`src/rtl/loom_axil_master.sv`:
```
// Single-outstanding AXI-Lite initiator: valid/ready command port in, AXI-Lite
// read/write transactions out, with a response timeout guarding against dead slaves.
module loom_axil_master #(
  parameter int unsigned ADDR_WIDTH     = 20,
  parameter int unsigned TIMEOUT_CYCLES = 1024
) (
  input  logic                  clk_i,
  input  logic                  rst_i,
  input  logic                  req_valid_i,
  output logic                  req_ready_o,
  input  logic                  req_write_i,
  input  logic [ADDR_WIDTH-1:0] req_addr_i,
  input  logic [31:0]           req_wdata_i,
  input  logic [3:0]            req_wstrb_i,
  output logic                  rsp_valid_o,
  input  logic                  rsp_ready_i,
  output logic [31:0]           rsp_rdata_o,
  output logic [1:0]            rsp_resp_o,
  output logic                  rsp_timeout_o,
  output logic                  busy_o,
  output logic [ADDR_WIDTH-1:0] m_axil_araddr_o,
  output logic                  m_axil_arvalid_o,
  input  logic                  m_axil_arready_i,
  input  logic [31:0]           m_axil_rdata_i,
  input  logic [1:0]            m_axil_rresp_i,
  input  logic                  m_axil_rvalid_i,
  output logic                  m_axil_rready_o,
  output logic [ADDR_WIDTH-1:0] m_axil_awaddr_o,
  output logic                  m_axil_awvalid_o,
  input  logic                  m_axil_awready_i,
  output logic [31:0]           m_axil_wdata_o,
  output logic [3:0]            m_axil_wstrb_o,
  output logic                  m_axil_wvalid_o,
  input  logic                  m_axil_wready_i,
  input  logic [1:0]            m_axil_bresp_i,
  input  logic                  m_axil_bvalid_i,
  output logic                  m_axil_bready_o
);

  localparam int unsigned CW = (TIMEOUT_CYCLES > 1) ? $clog2(TIMEOUT_CYCLES) : 1;
  localparam logic [CW-1:0] TO_LAST = CW'(TIMEOUT_CYCLES - 1);

  typedef enum logic [2:0] {
    IDLE    = 3'd0,
    RD_ADDR = 3'd1,
    RD_DATA = 3'd2,
    WR_ADDR = 3'd3,
    WR_RESP = 3'd4,
    RSP     = 3'd5
  } state_t;

  state_t        state;
  logic          stale_rd;
  logic          stale_wr;
  logic [CW-1:0] to_cnt;

  logic stale_left;
  logic to_expired;
  logic aw_ok;
  logic w_ok;

  // Stale flags still pending after this cycle (a late response clears its flag now).
  assign stale_left = (stale_rd && !m_axil_rvalid_i) || (stale_wr && !m_axil_bvalid_i);
  assign to_expired = (TIMEOUT_CYCLES != 0) && (to_cnt == TO_LAST);
  assign aw_ok      = !m_axil_awvalid_o || m_axil_awready_i;
  assign w_ok       = !m_axil_wvalid_o  || m_axil_wready_i;

  always_ff @(posedge clk_i or posedge rst_i) begin
    if (rst_i) begin
      state            <= IDLE;
      stale_rd         <= 1'b0;
      stale_wr         <= 1'b0;
      to_cnt           <= '0;
      req_ready_o      <= 1'b0;
      rsp_valid_o      <= 1'b0;
      rsp_rdata_o      <= '0;
      rsp_resp_o       <= '0;
      rsp_timeout_o    <= 1'b0;
      busy_o           <= 1'b0;
      m_axil_araddr_o  <= '0;
      m_axil_arvalid_o <= 1'b0;
      m_axil_rready_o  <= 1'b0;
      m_axil_awaddr_o  <= '0;
      m_axil_awvalid_o <= 1'b0;
      m_axil_wdata_o   <= '0;
      m_axil_wstrb_o   <= '0;
      m_axil_wvalid_o  <= 1'b0;
      m_axil_bready_o  <= 1'b0;
    end else begin
      // Stale flags are only ever set while the FSM sits in RSP or IDLE.
      if (stale_rd && m_axil_rvalid_i) begin
        stale_rd        <= 1'b0;
        m_axil_rready_o <= 1'b0;
      end
      if (stale_wr && m_axil_bvalid_i) begin
        stale_wr        <= 1'b0;
        m_axil_bready_o <= 1'b0;
      end

      case (state)
        IDLE: begin
          if (req_valid_i && req_ready_o) begin
            req_ready_o <= 1'b0;
            busy_o      <= 1'b1;
            if (req_write_i) begin
              m_axil_awaddr_o  <= req_addr_i;
              m_axil_wdata_o   <= req_wdata_i;
              m_axil_wstrb_o   <= req_wstrb_i;
              m_axil_awvalid_o <= 1'b1;
              m_axil_wvalid_o  <= 1'b1;
              state            <= WR_ADDR;
            end else begin
              m_axil_araddr_o  <= req_addr_i;
              m_axil_arvalid_o <= 1'b1;
              state            <= RD_ADDR;
            end
          end else begin
            req_ready_o <= !stale_left;
            busy_o      <= stale_left;
          end
        end

        RD_ADDR: begin
          if (m_axil_arready_i) begin
            m_axil_arvalid_o <= 1'b0;
            m_axil_rready_o  <= 1'b1;
            to_cnt           <= '0;
            state            <= RD_DATA;
          end
        end

        RD_DATA: begin
          if (m_axil_rvalid_i) begin
            m_axil_rready_o <= 1'b0;
            rsp_rdata_o     <= m_axil_rdata_i;
            rsp_resp_o      <= m_axil_rresp_i;
            rsp_timeout_o   <= 1'b0;
            rsp_valid_o     <= 1'b1;
            state           <= RSP;
          end else if (to_expired) begin
            // rready stays high so the late beat can be absorbed.
            rsp_rdata_o   <= '0;
            rsp_resp_o    <= 2'b10;
            rsp_timeout_o <= 1'b1;
            rsp_valid_o   <= 1'b1;
            stale_rd      <= 1'b1;
            state         <= RSP;
          end else begin
            to_cnt <= to_cnt + 1'b1;
          end
        end

        WR_ADDR: begin
          if (m_axil_awvalid_o && m_axil_awready_i) m_axil_awvalid_o <= 1'b0;
          if (m_axil_wvalid_o && m_axil_wready_i)   m_axil_wvalid_o  <= 1'b0;
          if (aw_ok && w_ok) begin
            m_axil_bready_o <= 1'b1;
            to_cnt          <= '0;
            state           <= WR_RESP;
          end
        end

        WR_RESP: begin
          if (m_axil_bvalid_i) begin
            m_axil_bready_o <= 1'b0;
            rsp_rdata_o     <= '0;
            rsp_resp_o      <= m_axil_bresp_i;
            rsp_timeout_o   <= 1'b0;
            rsp_valid_o     <= 1'b1;
            state           <= RSP;
          end else if (to_expired) begin
            rsp_rdata_o   <= '0;
            rsp_resp_o    <= 2'b10;
            rsp_timeout_o <= 1'b1;
            rsp_valid_o   <= 1'b1;
            stale_wr      <= 1'b1;
            state         <= RSP;
          end else begin
            to_cnt <= to_cnt + 1'b1;
          end
        end

        RSP: begin
          if (rsp_ready_i) begin
            rsp_valid_o <= 1'b0;
            req_ready_o <= !stale_left;
            busy_o      <= stale_left;
            state       <= IDLE;
          end
        end

        default: state <= IDLE;
      endcase
    end
  end

endmodule

```
`config.mk`:
```
export PLATFORM = sky130hd
export DESIGN_NAME = loom_axil_master
export DESIGN_NICKNAME = d
export VERILOG_FILES = /design/src/rtl/loom_axil_master.sv
export SDC_FILE = /design/constraint.sdc
export NUM_CORES = 1
export LEC_CHECK = 0
export BUFFER_PORTS_ARGS = -buffer_cell sky130_fd_sc_hd__buf_4
export CAP_MARGIN = 30
export CORE_MARGIN = 2
export CORE_UTILIZATION = 44
export CTS_CLUSTER_DIAMETER = 150
export DETAILED_ROUTE_END_ITERATION = 12
export PLACE_DENSITY = 0.76
export SLEW_MARGIN = 0
export SYNTH_ARGS = -nofsm -noshare
export SYNTH_HDL_FRONTEND = slang
export SYNTH_SLANG_ARGS = --single-unit
```
`constraint.sdc`:
```
create_clock -name clk_i -period 4.4 [get_ports clk_i]
set_clock_uncertainty 0.15 [all_clocks]
set_input_delay 0.88 -clock clk_i [delete_from_list [all_inputs] [get_ports clk_i]]
set_output_delay 0.88 -clock clk_i [all_outputs]
set_load 0.03 [all_outputs]
```
-- Yosys cells after proc, flatten, opt, wreduce, memory -nomap -nowiden
Cells that the tools add are included.
- register bits after elaboration: 134
- input port bits: 102
- output and inout bits: 119
- logic and storage cells: 133
- add/sub/neg operators: 1
- equal/unequal tests: 16
- multiplexer cells: 64
- bitwise operators: 1
- reductions and logical operators: 32
- operator list (cell ; count):
    $mux 32 ; 3
    $pmux 32 s2 ; 1
    $mux 10 ; 5
    $pmux 10 s4 ; 1
    $mux 1 ; 32
    $mux 3 ; 7
    $ne 2x2->1 const B ; 10
    $pmux 3 s6 ; 1
    $pmux 1 s2 ; 8
    $reduce_and 4->1 ; 4
    $add 10x1->10 const B ; 1
    $eq 10x10->1 const B ; 1
    $logic_and 1x1->1 ; 8
    $mux 2 ; 4
    $reduce_bool 2->1 ; 4
    $eq 3x2->1 const B ; 2
    $eq 3x3->1 const B ; 2
    $reduce_and 3->1 ; 2
    $logic_not 1->1 ; 5
    $reduce_and 5->1 ; 1
    $pmux 2 s2 ; 1
    $reduce_and 2->1 ; 2
    $reduce_bool 4->1 ; 1
    $eq 3x1->1 const B ; 1
    other kinds (5) ; 7

-- Longest topological paths before layout
- word-level depth: 6
- depth in mapped cells: 7

-- Least setup slack after synthesis
No wires, ideal clock.
- kind: input-to-reg
- from: input m_axil_rvalid_i
- to: register to_cnt[7]
- data arrival time: 1944 ps
- path slack: 2224 ps
- stages on the path: 5
- buffers on the path: 1
- cells stage by stage: buf_2 -> or3b_2 -> a21oi_4 -> a41oi_1 -> a31oi_1
- cells in the longest elaborated chain, start to end: 2
- RTL lines (element ; RTL line ; RTL):
    start: declaration ; 26 ; input logic m_axil_rvalid_i,
    $ne 2x2->1 (no source line) ; n/a ;
    $reduce_and 5->1 (no source line) ; n/a ;
    end signal: assignment ; 149 ; to_cnt <= to_cnt + 1'b1;
    end signal: assignment ; 179 ; to_cnt <= to_cnt + 1'b1;
    end: declaration ; 55 ; logic [CW-1:0] to_cnt;
Every way passes these cells.
A chain may end at the register's enable or synchronous reset.

-- Final worst setup path
- from: register state[1]
- to: register rsp_resp_o[0]
- cells in the longest elaborated chain, start to end: 2
- elaborated cells between the ends (all ways): 4
- those cells by class: eq/ne (2); mux (1); reduce/logical (1)
- RTL lines (element ; RTL line ; RTL):
    start: declaration ; 52 ; state_t state;
    start signal: assignment ; 70 ; state <= IDLE;
    start signal: assignment ; 111 ; state <= WR_ADDR;
    start signal: assignment ; 115 ; state <= RD_ADDR;
    $eq 3x3->1 / $eq 3x2->1 (equally long branches) ; 100 ; case (state)
    $pmux 2 s2 / $reduce_bool 2->1 (equally long branches) ; n/a ;
    end signal: assignment ; 136 ; rsp_resp_o <= m_axil_rresp_i;
    end signal: assignment ; 167 ; rsp_resp_o <= m_axil_bresp_i;
    end: declaration ; 18 ; output logic [1:0] rsp_resp_o,
Parallel ways exist; a longest one is shown, timed or not.

==> results.json <==
{
  "cpPeakStageDelay_ns": 0.73,
  "syn_inst": 411,
  "ctsHtreeMaxLevel": 4,
  "wl_mm": 13.61,
  "async_flop_share": 1.000,
  "timing.max_cap.violations": 0,
  "grt_antenna_before_repair": 0,
  "grt_max_degree": 59,
  "cp_max_fo": 35,
  "path_class": "register to register",
  "area_growth_pct": 42.13,
  "ios": 221,
  "r2r_setup_slack_ns": 2.02,
  "cp.required_ns": 4.55,
  "gp_congestion": 0.8143,
  "dp_hpwl_mm": 9.724,
  "grt_pass1_vias": 4185,
  "numCtsBuffers": 17,
  "timing.rr.end": "rsp_resp_o[0]",
  "worstPathArrival_ns": 2.53,
  "grt_first_pass_wirelength_mm": 20.80,
  "rsz0062_at_grt": "no",
  "ant_nets": 0,
  "setup_ws_ns": 2.020,
  "ff_latch_area_mm2": 0.003353,
  "finalHoldViolCount": 0,
  "tns_ns": 0,
  "start_util": 0.4456,
  "via_count": 4238,
  "post_cts_resized": 0,
  "cts_tree": "done",
  "grt.total_usage": 0.1991,
  "status": "complete, no violations",
  "hold_class": "input pin to asynchronous set/reset pin",
  "min_period_over_period": 0.5409,
  "ys_seq_elements": 134,
  "clk_pin_slew_ns": 0.06,
  "die_y_um": 116.6,
  "nets": 735,
  "crit_family": "compound AO/OA/AOI/OAI gates",
  "cts.sinks": 134,
  "clock_latency_ns": 0.42,
  "core_area_mm2": 0.01252,
  "total_power_mw": 6.457,
  "post-route-min-period_ns": 2.380,
  "slew_viol_final": 0,
  "wl_per_cell_um": 16.67,
  "synth_edf_count": 0,
  "fmax_mhz": 420.2,
  "diodes": 0,
  "die_area_mm2": 0.01359,
  "leakagePower_nw": 3.862,
  "place_ws_ns": 1.804,
  "setup_viol": 0,
  "fillers": 1002,
  "rr_startpoint": "state[1]",
  "slowest_stage": "dfrtp_1",
  "synth_area_mm2": 0.005578,
  "slew_headroom": 0.4844,
  "via_per_inst": 5.194,
  "route.detailed.drc": 0,
  "num_rows": 41,
  "first_pass_iters": 4,
  "yosysWarnings": 0,
  "layout-drive-gt1-share": 0.5311,
  "io_buffers": 220,
  "worstMarginPinSlew_ns": 0.7734,
  "yosysSeqAreaShare": 0.6012,
  "synthDistinctLibCells": 50,
  "syn-num-nets": 514,
  "end_kind": "register",
  "die_width_um": 116.6,
  "avgSynthCellArea_um2": 13.57,
  "path_buf_inv": 1,
  "cts_buffer_depth": 2,
  "crit_chain": "or2b_1, a21oi_4, a21oi_2, buf_4, a22o_1",
  "yosys_most_used_dff": "dfrtp_1",
  "start_kind": "register",
  "power_density_mw_per_mm2": 814.5,
  "drtIter0Drc": 192,
  "multi_input_area_mm2": 0.002016,
  "ir_worst_vdd_v": 0.0004462,
  "cts-root-buf": "clkbuf_16",
  "postCtsHoldBufs": 0,
  "hold_ws_ns": 0.2024,
  "cts_setup_buffers": 0,
  "overflow": 0,
  "reg2reg_depth": 5
}
[stage by stage]
stage                     instances  area (um^2)    util
after floorplan                 411         5582       -
after CTS                       816         7928  0.6333
after global routing            816         7928  0.6333
after global placement          784         7345  0.5868
final                           816         7928  0.6333
after detailed placement        785         7360  0.5880
[flip-flops by register name, indices dropped and copies added (netlist names), 2 cells and up]
signal           flops
m_axil_araddr_o     20
rsp_resp_o           2
state                3
m_axil_awaddr_o     20
m_axil_wstrb_o       4
m_axil_wdata_o      32
to_cnt              10
rsp_rdata_o         32
[logic make-up (layout without fill, tap and decap cells)]
| group | Yosys count | count (layout) | synth area share |
|---|---|---|---|
| multiplexers | 79 | 79 | 0.1588 |
| AO/OA/AOI/OAI | 82 | 82 | 0.1216 |
| adder cells (fa/ha/maj) | 1 | 1 | 0.002243 |
| flip-flops | 134 | 134 | 0.6012 |
| AND/OR/NAND/NOR | 74 | 74 | 0.07784 |
| buffers and inverters | 41 | 274 | 0.03836 |
[power breakdown]
group / internal [mW] / switching [mW]
logic: 1.23 / 1.72
registers: 1.77 / 0.376
clock network: 0.858 / 0.498
[cell usage in the layout, fill, tap and decap left out, drive strengths merged, types with 3 or more instances in the layout]
cell,netlist,layout
mux2,76,76
buf,24,227
a221oi,4,4
dfrtp,134,134
o211ai,3,3
o221ai,4,4
and2,3,3
a21oi,10,10
nand4,4,4
nor3,3,3
nand2b,5,5
clkinv,0,5
and3,3,3
a21o,3,3
nor2,9,9
a31oi,5,5
mux2i,3,3
nand2,19,19
o21ai,9,9
clkbuf,1,23
nand3b,5,5
nand3,11,11
inv,16,15
a22o,34,34
[cells in the mapped netlist (all sizes together), types with 2 or more instances]
master / number / area, um^2
a21o: 3 / 22.52
a21oi: 10 / 83.83
a221oi: 4 / 35.03
a22o: 34 / 297.8
a22oi: 2 / 15.01
a2bb2oi: 2 / 17.52
a31oi: 5 / 31.28
and2: 3 / 18.77
and3: 3 / 18.77
buf: 24 / 150.1
dfrtp: 134 / 3353
inv: 16 / 60.06
mux2: 76 / 855.8
mux2i: 3 / 30.03
nand2: 19 / 71.32
nand2b: 5 / 31.28
nand3: 11 / 65.06
nand3b: 5 / 37.54
nand4: 4 / 25.02
nor2: 9 / 33.78
nor2b: 2 / 12.51
nor3: 3 / 26.28
nor3b: 2 / 26.28
nor4: 2 / 18.77
o211ai: 3 / 22.52
o21ai: 9 / 45.04
o221ai: 4 / 35.03
or3b: 2 / 17.52
[layer usage]
layer  vias to the layer above  global-route usage  routed length, um
li1                       1946                   -                  -
met1                      2087              0.2320               5231
met2                       181              0.3364               6964
met3                        24             0.06591               1109
met4                         0             0.08863                300
met5                         -                   0                  0
[area by class of cell]
type                    instances  area share
well taps                     172     0.02715
inverters                      16    0.008049
repair buffers                227      0.2159
multi-input cells             236      0.2543
flip-flops and latches        134      0.4230
clock buffers                  23     0.05903
clock inverters                 8     0.01263
[worst max path at each step]
| stage | from | endpoint | slack (ns) | depth (start not counted) |
|---|---|---|---|---|
| 4_1_cts | state[0] | m_axil_awaddr_o[3] | 2.02 | 4 |
| 2_1_floorplan | rst_i | busy_o | 1.70 | 1 |
| 3_3_place_gp | req_valid_i | m_axil_wdata_o[30] | 1.84 | 6 |
| 3_5_place_dp | req_valid_i | m_axil_awaddr_o[3] | 1.80 | 6 |
| 5_1_grt | state[1] | rsp_rdata_o[0] | 1.88 | 5 |
| 6_report | state[1] | rsp_resp_o[0] | 2.02 | 5 |
Power figures use the tool's default switching activity.
